## config.mk

```make
export PLATFORM = sky130hd
export DESIGN_NAME = div_unit_flat
export DESIGN_NICKNAME = d
export VERILOG_FILES = /design/src/rtl/div_if.sv /design/src/rtl/div_unit.sv /design/src/flat_wrapper.sv
export SDC_FILE = /design/constraint.sdc
export NUM_CORES = 1
export LEC_CHECK = 0
export CORE_UTILIZATION = 45
export DETAILED_ROUTE_END_ITERATION = 8
export PLACE_DENSITY = 0.69
export SYNTH_ARGS = -nofsm -noshare
export SYNTH_HDL_FRONTEND = slang
export SYNTH_SLANG_ARGS = --single-unit
```

## constraint.sdc

```tcl
create_clock -name clk -period 6 [get_ports clk]
set_input_delay 1.2 -clock clk [delete_from_list [all_inputs] [get_ports clk]]
set_output_delay 1.2 -clock clk [all_outputs]
set_load 0.02 [all_outputs]
```

## src/rtl/div_if.sv

```systemverilog
// Operand/result and stall handshake between the EX stage and div_unit.
// DIV_ZERO_FLAG_EN adds the div_zero_o divide-by-zero indication.
interface div_if #(
  parameter int unsigned DATA_W = 32
);
  logic                  start_i;
  logic                  signed_div_i;
  logic [DATA_W-1:0]     opdata1_i;
  logic [DATA_W-1:0]     opdata2_i;
  logic                  annul_i;
  logic [2*DATA_W-1:0]   result_o;
  logic                  ready_o;
  logic                  stall_o;
`ifdef DIV_ZERO_FLAG_EN
  logic                  div_zero_o;

  modport master (
    output start_i, signed_div_i, opdata1_i, opdata2_i, annul_i,
    input  result_o, ready_o, stall_o, div_zero_o
  );

  modport slave (
    input  start_i, signed_div_i, opdata1_i, opdata2_i, annul_i,
    output result_o, ready_o, stall_o, div_zero_o
  );
`else
  modport master (
    output start_i, signed_div_i, opdata1_i, opdata2_i, annul_i,
    input  result_o, ready_o, stall_o
  );

  modport slave (
    input  start_i, signed_div_i, opdata1_i, opdata2_i, annul_i,
    output result_o, ready_o, stall_o
  );
`endif
endinterface

```

## src/rtl/div_unit.sv

```systemverilog
// Multi-cycle radix-2 restoring divider for DIV/DIVU; result = {remainder, quotient}.
// Optional DIV_ZERO_FLAG_EN drives div_zero_o in the END cycle after a divide by zero.
module div_unit #(
  parameter int unsigned DATA_W = 32
) (
  input  logic  clk,
  input  logic  rst,
  div_if.slave  bus
);

  localparam int unsigned CNT_W = $clog2(DATA_W) + 1;
  localparam int unsigned WRK_W = 2 * DATA_W + 1;

  typedef enum logic [1:0] {IDLE, ZERO, ON, END} state_e;

  state_e                state_q, state_d;
  logic [WRK_W-1:0]      work_q, work_d;
  logic [DATA_W-1:0]     divisor_q, divisor_d;
  logic [CNT_W-1:0]      cnt_q, cnt_d;
  logic                  quot_neg_q, quot_neg_d;
  logic                  rem_neg_q, rem_neg_d;
  logic [2*DATA_W-1:0]   result_q, result_d;
  logic                  ready_q, ready_d;
  logic                  div_zero_q, div_zero_d;

  logic                  accept;
  logic                  op1_neg, op2_neg;
  logic [DATA_W-1:0]     op1_mag, op2_mag;
  logic [WRK_W-1:0]      shifted, step_work;
  logic [DATA_W:0]       trial;
  logic [DATA_W-1:0]     quot_raw, rem_raw, quot_fix, rem_fix;

  assign accept  = bus.start_i && !bus.annul_i;
  assign op1_neg = bus.signed_div_i && bus.opdata1_i[DATA_W-1];
  assign op2_neg = bus.signed_div_i && bus.opdata2_i[DATA_W-1];
  assign op1_mag = op1_neg ? DATA_W'(-bus.opdata1_i) : bus.opdata1_i;
  assign op2_mag = op2_neg ? DATA_W'(-bus.opdata2_i) : bus.opdata2_i;

  // One shift-subtract step; the upper part always stays below the divisor.
  assign shifted   = work_q << 1;
  assign trial     = shifted[WRK_W-1:DATA_W] - {1'b0, divisor_q};
  assign step_work = trial[DATA_W] ? shifted : {trial, shifted[DATA_W-1:1], 1'b1};
  assign quot_raw  = step_work[DATA_W-1:0];
  assign rem_raw   = step_work[2*DATA_W-1:DATA_W];
  assign quot_fix  = quot_neg_q ? DATA_W'(-quot_raw) : quot_raw;
  assign rem_fix   = rem_neg_q  ? DATA_W'(-rem_raw)  : rem_raw;

  // Next-state and datapath control.
  always_comb begin
    state_d    = state_q;
    work_d     = work_q;
    divisor_d  = divisor_q;
    cnt_d      = cnt_q;
    quot_neg_d = quot_neg_q;
    rem_neg_d  = rem_neg_q;
    result_d   = result_q;
    ready_d    = 1'b0;
    div_zero_d = 1'b0;

    unique case (state_q)
      IDLE: begin
        if (accept) begin
          work_d     = {(DATA_W + 1)'(0), op1_mag};
          divisor_d  = op2_mag;
          quot_neg_d = op1_neg ^ op2_neg;
          rem_neg_d  = op1_neg;
          cnt_d      = '0;
          state_d    = (bus.opdata2_i == '0) ? ZERO : ON;
        end
      end
      ZERO: begin
        if (bus.annul_i) begin
          state_d = IDLE;
        end else begin
          result_d   = '0;
          ready_d    = 1'b1;
          div_zero_d = 1'b1;
          state_d    = END;
        end
      end
      ON: begin
        if (bus.annul_i) begin
          state_d = IDLE;
        end else begin
          work_d = step_work;
          cnt_d  = cnt_q + CNT_W'(1);
          if (cnt_q == CNT_W'(DATA_W - 1)) begin
            result_d = {rem_fix, quot_fix};
            ready_d  = 1'b1;
            state_d  = END;
          end
        end
      end
      END: begin
        state_d = IDLE;
      end
      default: state_d = IDLE;
    endcase
  end

  always_ff @(posedge clk) begin
    if (rst) begin
      state_q    <= IDLE;
      work_q     <= '0;
      divisor_q  <= '0;
      cnt_q      <= '0;
      quot_neg_q <= 1'b0;
      rem_neg_q  <= 1'b0;
      result_q   <= '0;
      ready_q    <= 1'b0;
      div_zero_q <= 1'b0;
    end else begin
      state_q    <= state_d;
      work_q     <= work_d;
      divisor_q  <= divisor_d;
      cnt_q      <= cnt_d;
      quot_neg_q <= quot_neg_d;
      rem_neg_q  <= rem_neg_d;
      result_q   <= result_d;
      ready_q    <= ready_d;
      div_zero_q <= div_zero_d;
    end
  end

  // Stall drops in END so the pipeline advances on the HI/LO commit edge.
  assign bus.stall_o  = (state_q == IDLE && accept) || state_q == ZERO || state_q == ON;
  assign bus.result_o = result_q;
  assign bus.ready_o  = ready_q;

`ifdef DIV_ZERO_FLAG_EN
  assign bus.div_zero_o = div_zero_q;
`else
  logic unused_div_zero;
  assign unused_div_zero = div_zero_q;
`endif

endmodule

```

## src/flat_wrapper.sv

```systemverilog
// flat-port wrapper written by rule: the top's interface ports become plain ports
module div_unit_flat 
#(
  parameter int unsigned DATA_W = 32
)
  (clk, rst, bus_start_i, bus_signed_div_i, bus_opdata1_i, bus_opdata2_i, bus_annul_i, bus_result_o, bus_ready_o, bus_stall_o);
  div_if #(.DATA_W(DATA_W)) bus_i ();
  input  logic clk;
  input  logic rst;
  input wire logic [$bits(bus_i.start_i)-1:0] bus_start_i;
  input wire logic [$bits(bus_i.signed_div_i)-1:0] bus_signed_div_i;
  input wire logic [$bits(bus_i.opdata1_i)-1:0] bus_opdata1_i;
  input wire logic [$bits(bus_i.opdata2_i)-1:0] bus_opdata2_i;
  input wire logic [$bits(bus_i.annul_i)-1:0] bus_annul_i;
  output wire logic [$bits(bus_i.result_o)-1:0] bus_result_o;
  output wire logic [$bits(bus_i.ready_o)-1:0] bus_ready_o;
  output wire logic [$bits(bus_i.stall_o)-1:0] bus_stall_o;
  assign bus_i.start_i = bus_start_i;
  assign bus_i.signed_div_i = bus_signed_div_i;
  assign bus_i.opdata1_i = bus_opdata1_i;
  assign bus_i.opdata2_i = bus_opdata2_i;
  assign bus_i.annul_i = bus_annul_i;
  assign bus_result_o = bus_i.result_o;
  assign bus_ready_o = bus_i.ready_o;
  assign bus_stall_o = bus_i.stall_o;
  div_unit #(.DATA_W(DATA_W)) u_core (.clk(clk), .rst(rst), .bus(bus_i));
endmodule
```

* Yosys cells after proc, flatten, opt, wreduce, memory -nomap -nowiden *
Cells that the tools add are included.

word-level totals
  register bits = 171
  input port bits = 69
  output and inout port bits = 66
  word-level logic and storage cells = 64

cells by class
  $add $sub $neg = 6
  eq/ne operators = 9
  muxes and demuxes = 25
  bitwise gates (word level) = 1
  reduce and logical (&&, ||, !) cells = 15

operators with widths
  cell                                            number
  two-way mux 64 bit                              6
  one-hot mux 64 bit (2 select lines)             2
  two-way mux 32 bit                              4
  negation 32 bit                                 4
  subtractor 33 x 32 -> 33 bit                    1
  logical NOT 32 bit                              1
  two-way mux 6 bit                               2
  one-hot mux 6 bit (2 select lines)              1
  two-way mux 2 bit                               5
  one-hot mux 2 bit (4 select lines)              1
  adder 6 x 1 -> 6 bit (second input constant)    1
  == test 6 x 5 -> 1 bit (second input constant)  1
  == test 2 bit (second input constant)           2
  logical AND 1 bit                               4
  != test 2 x 1 -> 1 bit (second input constant)  2
  != test 2 bit (second input constant)           2
  AND reduction 2 bit                             2
  AND reduction 4 bit                             1
  nonzero test 2 bit                              2
  two-way mux 1 bit                               3
  != test 3 x 2 -> 1 bit (second input constant)  1
  AND reduction 3 bit                             1
  == test 2 x 1 -> 1 bit (second input constant)  1
  logical NOT 2 bit                               1
  other kinds (4)                                 5

* Longest topological paths before layout *
Gate-level depths: netlist of run 1.

  word-level depth = 7
  depth in mapped cells = 26
  mapped depth without buffers = 23

* Worst setup path before layout of run 1 *
OpenSTA, ideal clock, no wires.

  kind = reg2reg
  start point = register u_core.work_q[31]
  end point = register u_core.result_q[62], in the netlist u_core.bus.result_o[62]
  library setup time = 127 ps
  data arrival time = 4,593 ps
  required time = 5,873 ps
  slack = 1,280 ps
  stages on the path, launching flop included = 26
  path buffers = 3
  clock period less this slack = 4,720 ps
  cell sequence = dfxtp_1 -> inv_1 -> ha_1 -> inv_1 -> fa_1 -> a211oi_1 -> o211ai_1 -> nand4_1 -> a211oi_1 -> nor4b_2 -> nor2_1 -> inv_2 -> buf_2 -> buf_2 -> buf_2 -> o21ai_0 -> inv_1 -> ha_1 -> nand2_1 -> nor3_1 -> nand3_1 -> nor4_1 -> o221ai_2 -> o31ai_2 -> xor2_1 -> o21ai_1

on the way
  cells in the longest elaborated chain, start to end = 7

RTL lines
  element                                RTL line         text
  start, declared                        div_unit.sv:17   logic [WRK_W-1:0] work_q, work_d;
  start signal, assigned                 div_unit.sv:114  work_q <= work_d;
  subtractor 33 x 32 -> 33 bit           div_unit.sv:41   assign trial = shifted[WRK_W-1:DATA_W] - {1'b0, divisor_q};
  two-way mux 64 bit *                   div_unit.sv:42   assign step_work = trial[DATA_W] ? shifted : {trial, shifted[DATA_W-1:1], 1'b1};
  negation 32 bit                        div_unit.sv:46   assign rem_fix = rem_neg_q ? DATA_W'(-rem_raw) : rem_raw;
  two-way mux 32 bit *                   div_unit.sv:46
  two-way mux 64 bit *                   div_unit.sv:87   if (cnt_q == CNT_W'(DATA_W - 1)) begin
  two-way mux 64 bit *                   div_unit.sv:82   if (bus.annul_i) begin
  one-hot mux 64 bit (2 select lines) *  div_unit.sv:60   unique case (state_q)
  end signal, assigned                   div_unit.sv:119  result_q <= result_d;
  end, declared                          div_unit.sv:22   logic [2*DATA_W-1:0] result_q, result_d;

Every way passes the cells marked *; elsewhere a longest branch is shown, timed or not. The select of a mux whose other input is x is not followed.
A chain may end at the register's enable or synchronous reset.

* Final worst setup path of run 1 *
Same ends and word-level chain as after synthesis.

==> results_dict.tcl, run 1 <==
set metrics [dict create \
    status "completed" \
    cts.path.max_buffers 2 \
    grt_antenna_before_repair 0 \
    power_switching_share_pct 45.6 \
    cell_internal_pwr_uw 2640 \
    synth_ff_type "sky130_fd_sc_hd__dfxtp_1" \
    number_of_flops_mapped_to_enable_cells_by_yosys 0 \
    insertedDiodeCount 0 \
    timing.clock.skew_ns 0.0189 \
    setup_repair_after_global_routing_missed_its_margin "false" \
    mappedNetlistNets 1700 \
    routabilityCongestion 0.979 \
    cts_repair_resize_count 0 \
    number_of_global_route_vias_before_repair 10885 \
    clock_sinks 171 \
    ant_nets 0 \
    overflow 0 \
    power.switching_uw 2210 \
    maximum_number_of_pins_on_one_net_before_global_route_repair 83 \
    final-instance-count-excl-fill 2015 \
    drt_first_pass_iters 6 \
    clk-insertion-delay-late_ns 0.45 \
    floorplan.initialDensity_pct 45.9 \
    placement_rows 58 \
    dp_worst_setup_slack_ns 0.881 \
    wl_per_cell_um 18.4 \
    postCtsSetupBuffers 0 \
    vias 11833 \
    cts_hold_repair.buffers 0 \
    worst_hold_path_type "reg -> reg" \
    tightest_slew_ns 1.16 \
    arrival_ns 5.60 \
    per_cell_via_count_in_the_routed_design 5.87 \
    root_buffer "sky130_fd_sc_hd__clkbuf_16" \
    drc_violation_count_after_routing 0 \
    cp-start-kind "flip-flop" \
    area_growth_pct 18.8 \
    setup.worst_path.end_class "flip-flop" \
    top_level_ports 135 \
    leakagePower_uw 0.00494 \
    die_ar_um2 26300 \
    clkPwrFrac_pct 24.2 \
    ys_ff_latch 171 \
    timing_worst_setup_path_type "reg -> reg" \
    share_seq_of_total_power_pct 27.9 \
    yosys_synthesis_warning_count 0 \
    final.period_utilization_pct 88.1 \
    num-fill-cells 2456 \
    layout.nets 1782 \
    combinationalPowerShare_pct 47.8 \
    most-common-layout-cells "sky130_fd_sc_hd__nand2_1 (234), sky130_fd_sc_hd__nor2_1 (171), sky130_fd_sc_hd__dfxtp_1 (171), sky130_fd_sc_hd__clkdlybuf4s50_1 (133), sky130_fd_sc_hd__a21oi_1 (124)" \
    chipWidth_um 162 \
    max_freq_ghz 0.189 \
    peakVddDrop_uv 274 \
    post-route-worst-setup-slack_ns 0.715 \
    tritoncts.num_buffers 17 \
    timing.final.max_slew_violations 0 \
    cts.htree.levels 4 \
    grt_use_total_pct 28.5 \
    synthesis.instances 1590 \
    postSynthAreaPerCell_um2 7.26 \
    setup_viol_count_final 0 \
    critPathMaxFanout 8 \
    power_density_nw_per_um2 353 \
    period_minus_slack_ns 5.29 \
    tns_ns 0 \
    worst_hold_slack_ns 0.444 \
    dr.first_iter.drc_count 1042 \
    sequential_cell_area_um2 3420 \
    post_cts_clock_slew_at_the_launch_and_capture_registers_of_the_worst_setup_and_hold_paths_ns 0.07 \
    yosys.cell_types.count 66 \
    proportion_of_register_bits_with_asynchronous_set_or_reset_after_synthesis_pct 0 \
    design.core.area_um2 25200 \
    cp_data_required_time_ns 6.32 \
    layout_cells_sized_above_1_pct 4.33 \
    cts_tree "yes" \
    combined_area_of_all_synthesized_cells_um2 11500 \
    wire_length_of_the_first_global_routing_pass_um 58900 \
    slew_headroom_pct 22.5 \
    final_common_cell "sky130_fd_sc_hd__nand2_1" \
    dpl.cell_count 1983 \
    multiInputGateArea_um2 7600 \
    cap_violations 0 \
    chipHeight_um 162 \
    buffer_ports.inserted 134 \
    hold_violations 0 \
    route.final.wire_length_um 37100 \
    synth_sequential_area_ratio_pct 29.6 \
    hpwl_um 27600 \
]
==> routing by layer <==
layer  wire, um  up-vias  track usage, %
li1           -     5837               -
met1      18200     5552            41.6
met2      15900      390            43.0
met3       2170       54            3.35
met4        852        0            9.61
met5          0        -               0
==> flip-flops by register name (all words and copies together), names as in the netlist <==
signal,cells
u_core.work_q,64
u_core.quot_neg_q,1
u_core.bus.result_o,64
u_core.rem_neg_q,1
u_core.divisor_q,32
u_core.cnt_q,6
u_core.state_q,2
u_core.bus.ready_o,1
==> power groups by stage <==
stage | Sequential [uW] | Combinational (uW) | Clock [uW]
finish | 1350 | 2320 | 1180
floorplan | 1340 | 1650 | 0
CTS | 1350 | 2280 | 1190
global route | 1370 | 2540 | 1230
detailed placement | 1380 | 2270 | 0
global placement | 1370 | 2260 | 0
==> path summary, 6_finish.rpt <==
kind	from	end	slack, ns	depth (start not counted)
worst min-delay path	u_core.bus.result_o[58]	u_core.bus.result_o[58]	0.44	2
worst max-delay path	u_core.work_q[31]	u_core.bus.result_o[62]	0.71	22
worst min register to register	u_core.bus.result_o[58]	u_core.bus.result_o[58]	0.44	2
worst max register to register	u_core.work_q[31]	u_core.bus.result_o[62]	0.71	22
==> stage by stage <==
| step | utilization [%] | cell area, um2 | power (uW) |
|---|---|---|---|
| floorplan | - | 11500 | 2990 |
| global placement | 52.1 | 13100 | 3630 |
| detailed placement | 52.1 | 13100 | 3640 |
| CTS | 54.5 | 13700 | 4820 |
| global route | 54.5 | 13700 | 5140 |
| finish | 54.5 | 13700 | 4850 |
==> cells in the mapped netlist (6+ instances only) <==
library cell               instances  area (um2)
sky130_fd_sc_hd__xnor2_1          74         648
sky130_fd_sc_hd__nand3_1          34         170
sky130_fd_sc_hd__or4_1            16         120
sky130_fd_sc_hd__o21ai_1          24         120
sky130_fd_sc_hd__nor2_1          174         653
sky130_fd_sc_hd__o41ai_1           8        70.1
sky130_fd_sc_hd__clkbuf_1         71         267
sky130_fd_sc_hd__a21oi_1         124         621
sky130_fd_sc_hd__buf_2            12        60.1
sky130_fd_sc_hd__nor3_1           36         180
sky130_fd_sc_hd__inv_1            56         210
sky130_fd_sc_hd__a211oi_1         41         308
sky130_fd_sc_hd__o21a_1            7        52.6
sky130_fd_sc_hd__dfxtp_1         171        3420
sky130_fd_sc_hd__mux2i_1          16         160
sky130_fd_sc_hd__nor4_1           14        87.6
sky130_fd_sc_hd__o31ai_1          22         165
sky130_fd_sc_hd__a22oi_1          27         203
sky130_fd_sc_hd__nand2_1         234         878
sky130_fd_sc_hd__nand4_1          17         106
sky130_fd_sc_hd__o21ai_0         121         606
sky130_fd_sc_hd__o211ai_1         11        82.6
sky130_fd_sc_hd__and3_1            6        37.5
sky130_fd_sc_hd__ha_1             40         500
sky130_fd_sc_hd__and2_1           11        68.8
sky130_fd_sc_hd__a21o_1           15         113
sky130_fd_sc_hd__a31oi_1          42         263
sky130_fd_sc_hd__xor2_1           59         517
sky130_fd_sc_hd__nor2b_1           7        43.8
sky130_fd_sc_hd__nand2b_1         10        62.6
sky130_fd_sc_hd__or3_1            23         144
==> area by class of cell <==
cell class	instances	area share [%]
clock buffer	18	3.13
clock inverter	14	1.31
inverter	57	1.56
multi-input combinational	1274	55.4
sequential	171	24.9
tap	330	3.01
timing repair buffer	151	10.7
==> critical path: stages (launching register included) <==
cell and delay, ns:
sky130_fd_sc_hd__dfxtp_1 0.33, sky130_fd_sc_hd__inv_1 0.07, sky130_fd_sc_hd__ha_1 0.16, sky130_fd_sc_hd__inv_1 0.06, sky130_fd_sc_hd__fa_1 0.42, sky130_fd_sc_hd__a211oi_1 0.30
sky130_fd_sc_hd__o211ai_1 0.18, sky130_fd_sc_hd__nand4_1 0.25, sky130_fd_sc_hd__a211oi_1 0.15, sky130_fd_sc_hd__nor4b_2 0.70, sky130_fd_sc_hd__nor2_4 0.17, sky130_fd_sc_hd__inv_2 0.12
sky130_fd_sc_hd__o21ai_0 0.16, sky130_fd_sc_hd__inv_1 0.09, sky130_fd_sc_hd__ha_1 0.20, sky130_fd_sc_hd__nand2_1 0.12, sky130_fd_sc_hd__nor3_1 0.31, sky130_fd_sc_hd__nand3_1 0.13
sky130_fd_sc_hd__nor4_1 0.53, sky130_fd_sc_hd__o221ai_2 0.24, sky130_fd_sc_hd__o31ai_2 0.24, sky130_fd_sc_hd__xor2_1 0.17, sky130_fd_sc_hd__o21ai_1 0.07
==> logic make-up (layout without fill, tap and decap cells) <==
| kind of cell | count (synthesis) | after routing | share of synthesized area, % |
|---|---|---|---|
| buffers and inverters | 145 | 240 | 4.87 |
| XOR/XNOR | 133 | 133 | 10.1 |
| AND/OR/NAND/NOR | 602 | 602 | 23.6 |
| AO/OA/AOI/OAI | 478 | 478 | 25.5 |
| multiplexers | 20 | 20 | 1.78 |
| adder cells (fa/ha/maj) | 41 | 41 | 4.51 |
| flip-flops | 171 | 171 | 29.6 |
Note: power is estimated with default switching activity, not from simulation.
==> inputs of run 2 (changes only) <==
--- a/config.mk
+++ b/config.mk
@@ -5,9 +5,9 @@
 export SDC_FILE = /design/constraint.sdc
 export NUM_CORES = 1
 export LEC_CHECK = 0
-export CORE_UTILIZATION = 45
+export CORE_UTILIZATION = 40
 export DETAILED_ROUTE_END_ITERATION = 8
-export PLACE_DENSITY = 0.69
+export PLACE_DENSITY = 0.63
 export SYNTH_ARGS = -nofsm -noshare
 export SYNTH_HDL_FRONTEND = slang
 export SYNTH_SLANG_ARGS = --single-unit
==> run 2 against run 1 <==
  * Worst hold slack worse by 0.0011 ns
  * Flip-flop and latch count unchanged
  * Maximum frequency grew 3.2%
  * Count of clock-buffer cells in the layout stayed put
  * Global-route usage fell by 2.5 points
  * Non-clock buffer count is 2 higher
  * Die area increased by 12%
  * Register-to-register slack improved by 0.16 ns
  * Design area is 0.69% higher
  * Power up 1.1%
  * Via count is 0.38% lower
  * Critical endpoint unchanged
  * Combinational power hardly changed
==> results_dict.tcl, run 2 (synthesis results as in run 1) <==
set metrics [dict create \
    p_total_uw 4910 \
    root_buffer "sky130_fd_sc_hd__clkbuf_16" \
    clock_sinks 171 \
    tightest_slew_ns 1.11 \
    whs_endpoint "u_core.bus.result_o[49]" \
    power_density_nw_per_um2 355 \
    cts_hold_repair.buffers 0 \
    power_switching_share_pct 45.2 \
    chipHeight_um 172 \
    insertedDiodeCount 0 \
    dp_worst_setup_slack_ns 0.962 \
    top_level_ports 135 \
    cp_data_required_time_ns 6.32 \
    drt_first_pass_iters 6 \
    final.period_utilization_pct 85.4 \
    die_ar_um2 29600 \
    cts.htree.levels 4 \
    setup.worst_path.end_class "flip-flop" \
    power.switching_uw 2220 \
    clkPwrFrac_pct 25.0 \
    setup_repair_after_global_routing_missed_its_margin "false" \
    arrival_ns 5.45 \
    design.core.area_um2 28100 \
    clk-insertion-delay-late_ns 0.45 \
    cell_internal_pwr_uw 2690 \
    area_growth_pct 19.7 \
    wl_per_cell_um 18.3 \
    per_cell_via_count_in_the_routed_design 5.71 \
    layout_cells_sized_above_1_pct 4.45 \
    number_of_global_route_vias_before_repair 10672 \
    r2r.worst_path.cells 20 \
    post-route-worst-setup-slack_ns 0.879 \
    critical_path.reg2reg.endpoint "u_core.bus.result_o[62]" \
    timing_worst_setup_path_type "reg -> reg" \
    timing.reg2reg.setup_slack_ns 0.88 \
    setup_viol_count_final 0 \
    cts_tree "yes" \
    floorplan.initialDensity_pct 41.1 \
    dpl_cell_area_um2 13200 \
    period_minus_slack_ns 5.12 \
    cts.path.max_buffers 2 \
    tritoncts.num_buffers 17 \
    timing.hold.worst.start "u_core.bus.result_o[49]" \
    final_common_cell "sky130_fd_sc_hd__nand2_1" \
    dr.first_iter.drc_count 993 \
    vias 11788 \
    timing.clock.skew_ns 0.0136 \
    worst_hold_path_type "reg -> reg" \
    share_seq_of_total_power_pct 27.5 \
    hpwl_um 28300 \
    drc_violation_count_after_routing 0 \
    postCtsSetupBuffers 0 \
    max_freq_ghz 0.195 \
    overflow 0 \
    final_design_area_no_fill_um2 13800 \
    cp-start-kind "flip-flop" \
    placement_rows 61 \
    buffer_ports.inserted 134 \
    tns_ns 0 \
    leakagePower_uw 0.00496 \
    cap_violations 0 \
    hold_violations 0 \
    grt_antenna_before_repair 0 \
    ant_nets 0 \
    wire_length_of_the_first_global_routing_pass_um 59400 \
    status "completed" \
    maximum_number_of_pins_on_one_net_before_global_route_repair 76 \
    grt_use_total_pct 26.0 \
    num-fill-cells 2888 \
    routabilityCongestion 0.963 \
    layout.nets 1784 \
    chipWidth_um 172 \
    timing.final.max_slew_violations 0 \
    worstReg2RegStart "u_core.work_q[31]" \
    post_cts_clock_slew_at_the_launch_and_capture_registers_of_the_worst_setup_and_hold_paths_ns 0.07 \
    route.final.wire_length_um 37800 \
    most-common-layout-cells "sky130_fd_sc_hd__nand2_1 (234), sky130_fd_sc_hd__nor2_1 (171), sky130_fd_sc_hd__dfxtp_1 (171), sky130_fd_sc_hd__clkdlybuf4s50_1 (133), sky130_fd_sc_hd__a21oi_1 (124)" \
    peakVddDrop_uv 223 \
    combinationalPowerShare_pct 47.5 \
    critPathMaxFanout 8 \
    timing.hold.worst_path_depth 2 \
    slew_headroom_pct 26.2 \
    cts_repair_resize_count 0 \
]
==> run 2: layout make-up <==
class | instances | area, um2 | area share [%]
tap | 378 | 473 | 3.42
clock buffer | 18 | 429 | 3.11
multi-input combinational | 1274 | 7600 | 55.0
inverter | 57 | 214 | 1.55
sequential | 171 | 3420 | 24.8
clock inverter | 14 | 200 | 1.45
timing repair buffer | 153 | 1480 | 10.7
==> run 2: critical path: stages (launching register included) <==
cell and delay, ns:
sky130_fd_sc_hd__dfxtp_1 0.34, sky130_fd_sc_hd__inv_1 0.09, sky130_fd_sc_hd__ha_1 0.17, sky130_fd_sc_hd__inv_1 0.06
sky130_fd_sc_hd__fa_1 0.41, sky130_fd_sc_hd__a211oi_1 0.27, sky130_fd_sc_hd__o211ai_1 0.18, sky130_fd_sc_hd__nand4_1 0.23
sky130_fd_sc_hd__a211oi_1 0.13, sky130_fd_sc_hd__nor4b_2 0.64, sky130_fd_sc_hd__nor2_4 0.16, sky130_fd_sc_hd__mux2i_1 0.30
sky130_fd_sc_hd__ha_1 0.28, sky130_fd_sc_hd__nand2_1 0.12, sky130_fd_sc_hd__nor3_1 0.30, sky130_fd_sc_hd__nand3_1 0.14
sky130_fd_sc_hd__nor4_1 0.48, sky130_fd_sc_hd__o221ai_2 0.23, sky130_fd_sc_hd__o31ai_2 0.23, sky130_fd_sc_hd__xor2_1 0.17
sky130_fd_sc_hd__o21ai_1 0.07
==> run 2: worst max path at each step <==
stage	slack [ns]	start	cells past startpoint	end
3_3_place_gp	1.18	u_core.work_q[31]	22	u_core.bus.result_o[62]
6_report	0.88	u_core.work_q[31]	20	u_core.bus.result_o[62]
5_1_grt	0.31	u_core.work_q[31]	20	u_core.bus.result_o[62]
2_1_floorplan	1.28	u_core.work_q[31]	25	u_core.bus.result_o[62]
4_1_cts	0.90	u_core.work_q[31]	20	u_core.bus.result_o[62]
3_5_place_dp	0.96	u_core.work_q[31]	20	u_core.bus.result_o[62]
==> run 2: power by group through the flow <==
stage               combinational, uW  sequential (uW)  clock, uW
finish                           2330             1350       1230
global route                     2580             1370       1290
CTS                              2310             1350       1240
detailed placement               2300             1370          0
global placement                 2290             1370          0
floorplan                        1650             1340          0
==> run 2: metrics by stage <==
step	cells	util, %	hold WS [ns]
after detailed placement	2033	47.0	0.437
final	2065	49.2	0.443
after global placement	2033	47.0	0.433
after CTS	2065	49.2	0.447
after global routing	2065	49.2	0.469
after floorplan	1590	-	0.432
==> run 2: per-layer routing <==
layer / vias up / track usage, % / share of wire [%]
li1: 5840 / - / -
met1: 5507 / 38.5 / 49
met2: 397 / 38.9 / 43
met3: 44 / 3.48 / 6.2
met4: 0 / 7.35 / 1.9
met5: - / 0 / 0
==> inputs of run 3 (changes only) <==
--- a/config.mk
+++ b/config.mk
@@ -5,9 +5,11 @@
 export SDC_FILE = /design/constraint.sdc
 export NUM_CORES = 1
 export LEC_CHECK = 0
-export CORE_UTILIZATION = 40
+export CELL_PAD_IN_SITES_DETAIL_PLACEMENT = 1
+export CELL_PAD_IN_SITES_GLOBAL_PLACEMENT = 2
+export CORE_UTILIZATION = 33
 export DETAILED_ROUTE_END_ITERATION = 8
-export PLACE_DENSITY = 0.63
+export PLACE_DENSITY = 0.85
 export SYNTH_ARGS = -nofsm -noshare
 export SYNTH_HDL_FRONTEND = slang
 export SYNTH_SLANG_ARGS = --single-unit
==> constraint.sdc (replaced) <==
create_clock -name clk -period 6 [get_ports clk]
set_input_delay 0.9 -clock clk [delete_from_list [all_inputs] [get_ports clk]]
set_output_delay 0.9 -clock clk [all_outputs]
set_load 0.02 [all_outputs]
==> run 3 against run 2 <==
  * Sequential power barely moved
  * Count of clock-buffer cells in the layout fell by 1
  * Global-route usage fell by 2.5 points
  * Clock skew rose by 0.0067 ns
  * Critical endpoint unchanged
  * Largest cell class unchanged
  * Largest power group unchanged
  * Highest routed layer unchanged
==> results_dict.tcl, run 3 (synthesis results as in run 1) <==
set metrics [dict create \
    cts_tree "yes" \
    peakVddDrop_uv 318 \
    drt_first_pass_iters 5 \
    dp_worst_setup_slack_ns 0.819 \
    most_used_cell_along_the_critical_path "sky130_fd_sc_hd__inv_1" \
    post_cts_clock_slew_at_the_launch_and_capture_registers_of_the_worst_setup_and_hold_paths_ns 0.08 \
    status "completed" \
    cap_violations 0 \
    chipHeight_um 189 \
    chipWidth_um 189 \
    worst_hold_path_type "reg -> reg" \
    number_of_global_route_vias_before_repair 11745 \
    setup.worst_path.end_class "flip-flop" \
    dr.first_iter.drc_count 702 \
    critPathMaxStageDelay_ns 0.60 \
    critPathMaxFanout 6 \
    critical_path.top_delay_family "simple AND/OR/NAND/NOR gates" \
    cts.htree.levels 4 \
    cts_repair_resize_count 0 \
    setup_viol_count_final 0 \
    final.period_utilization_pct 86.4 \
    design.core.area_um2 34500 \
    layout_cells_sized_above_1_pct 4.73 \
    tns_ns 0 \
    die_ar_um2 35800 \
    leakagePower_uw 0.00497 \
    maximum_number_of_pins_on_one_net_before_global_route_repair 75 \
    num-fill-cells 4298 \
    routabilityCongestion 0.877 \
    clk-insertion-delay-late_ns 0.47 \
    layout.nets 1787 \
    power_density_nw_per_um2 352 \
    timing.clock.skew_ns 0.0203 \
    cp_cell_sequence "inv_1 > ha_1 > inv_1 > fa_1 > a211oi_1 > o211ai_1 > nand4_1 > a211oi_1 > nor4b_2 > nor2_4 > inv_2 > o21ai_0 > inv_1 > ha_1 > nand2_1 > nor3_1 > nand3_1 > nor4_1 > o221ai_2 > o31ai_2 > xor2_1 > o21ai_1" \
    grt_use_total_pct 23.5 \
    setup_repair_after_global_routing_missed_its_margin "false" \
    vias 11905 \
    cp_data_required_time_ns 6.35 \
    area_growth_pct 20.4 \
    period_minus_slack_ns 5.18 \
    cp_num_buf_inv 4 \
    timing.final.max_slew_violations 0 \
    timing_worst_setup_path_type "reg -> reg" \
    ant_nets 0 \
    drc_violation_count_after_routing 0 \
    final_common_cell "sky130_fd_sc_hd__nand2_1" \
    buffer_ports.inserted 134 \
    placement_rows 68 \
    wl_per_cell_um 19.4 \
    overflow 0 \
    cts_hold_repair.buffers 0 \
    cp-start-kind "flip-flop" \
    insertedDiodeCount 0 \
    arrival_ns 5.53 \
    root_buffer "sky130_fd_sc_hd__clkbuf_16" \
    top_level_ports 135 \
    hpwl_um 31800 \
    cts.path.max_buffers 2 \
    max_freq_ghz 0.193 \
    post-route-worst-setup-slack_ns 0.817 \
    floorplan.initialDensity_pct 33.5 \
    route.final.wire_length_um 41700 \
    postCtsSetupBuffers 0 \
    critical_path.slowest_cell "sky130_fd_sc_hd__nor4b_2" \
    clock_sinks 171 \
    wire_length_of_the_first_global_routing_pass_um 66200 \
    tritoncts.num_buffers 17 \
    per_cell_via_count_in_the_routed_design 5.55 \
    hold_violations 0 \
    most-common-layout-cells "sky130_fd_sc_hd__nand2_1 (234), sky130_fd_sc_hd__nor2_1 (171), sky130_fd_sc_hd__dfxtp_1 (171), sky130_fd_sc_hd__clkdlybuf4s50_1 (133), sky130_fd_sc_hd__a21oi_1 (124)" \
    slew_headroom_pct 24.8 \
    grt_antenna_before_repair 0 \
    tightest_slew_ns 1.13 \
]
==> run 3: cell count changes in the layout (fill, tap and decap cells not counted), moves of 2 or more <==
| cell | change |
|---|---|
| sky130_fd_sc_hd__buf_4 | +3 |
| sky130_fd_sc_hd__bufinv_16 | -3 |
| sky130_fd_sc_hd__clkinv_8 | +5 |
| sky130_fd_sc_hd__clkinvlp_4 | -2 |
| sky130_fd_sc_hd__inv_6 | +2 |
| sky130_fd_sc_hd__inv_8 | -3 |
==> run 3: per-layer routing <==
metal / routed length, um / track usage (%) / up-vias
met2: 18400 / 36.3 / 239
met1: 20700 / 33.6 / 5782
met4: 843 / 7.41 / 0
li1: - / - / 5836
met5: 0 / 0 / -
met3: 1680 / 3.28 / 48
==> run 3: report_power, final <==
group	total, uW	internal (uW)	switching [uW]
sequential	1350	1240	111
clock	1140	561	579
combinational	2400	779	1620
==> run 3: worst paths after layout <==
kind | startpoint | to | slack [ns] | cells after the start
max | u_core.work_q[31] | u_core.bus.result_o[62] | 0.82 | 22
min | u_core.bus.result_o[49] | u_core.bus.result_o[49] | 0.44 | 2
max reg2reg | u_core.work_q[31] | u_core.bus.result_o[62] | 0.82 | 22
min reg2reg | u_core.bus.result_o[49] | u_core.bus.result_o[49] | 0.44 | 2
==> run 3: final cells by class <==
| class | instances | area [um2] | area share (%) |
|---|---|---|---|
| Inverter | 57 | 214 | 1.54 |
| Tap cell | 455 | 569 | 4.09 |
| Timing Repair Buffer | 156 | 1500 | 10.8 |
| Clock buffer | 17 | 425 | 3.06 |
| Sequential cell | 171 | 3420 | 24.6 |
| Clock inverter | 15 | 174 | 1.25 |
| Multi-Input combinational cell | 1274 | 7600 | 54.6 |
==> run 3: worst min-delay path, stage by stage, from the launching register on <==
cell and delay [ns]:
sky130_fd_sc_hd__dfxtp_1 0.31, sky130_fd_sc_hd__nand2_1 0.05, sky130_fd_sc_hd__o21ai_1 0.05
==> run 3: metrics by stage <==
stage	area (um2)	power, uW	utilization, %	instances	hold WS (ns)
after CTS	13900	4900	40.4	2145	0.451
after global placement	13300	3710	38.6	2113	0.435
after floorplan	11500	2990	-	1590	0.432
after detailed placement	13300	3750	38.6	2113	0.441
after global routing	13900	5210	40.4	2145	0.470
final	13900	4890	40.4	2145	0.444
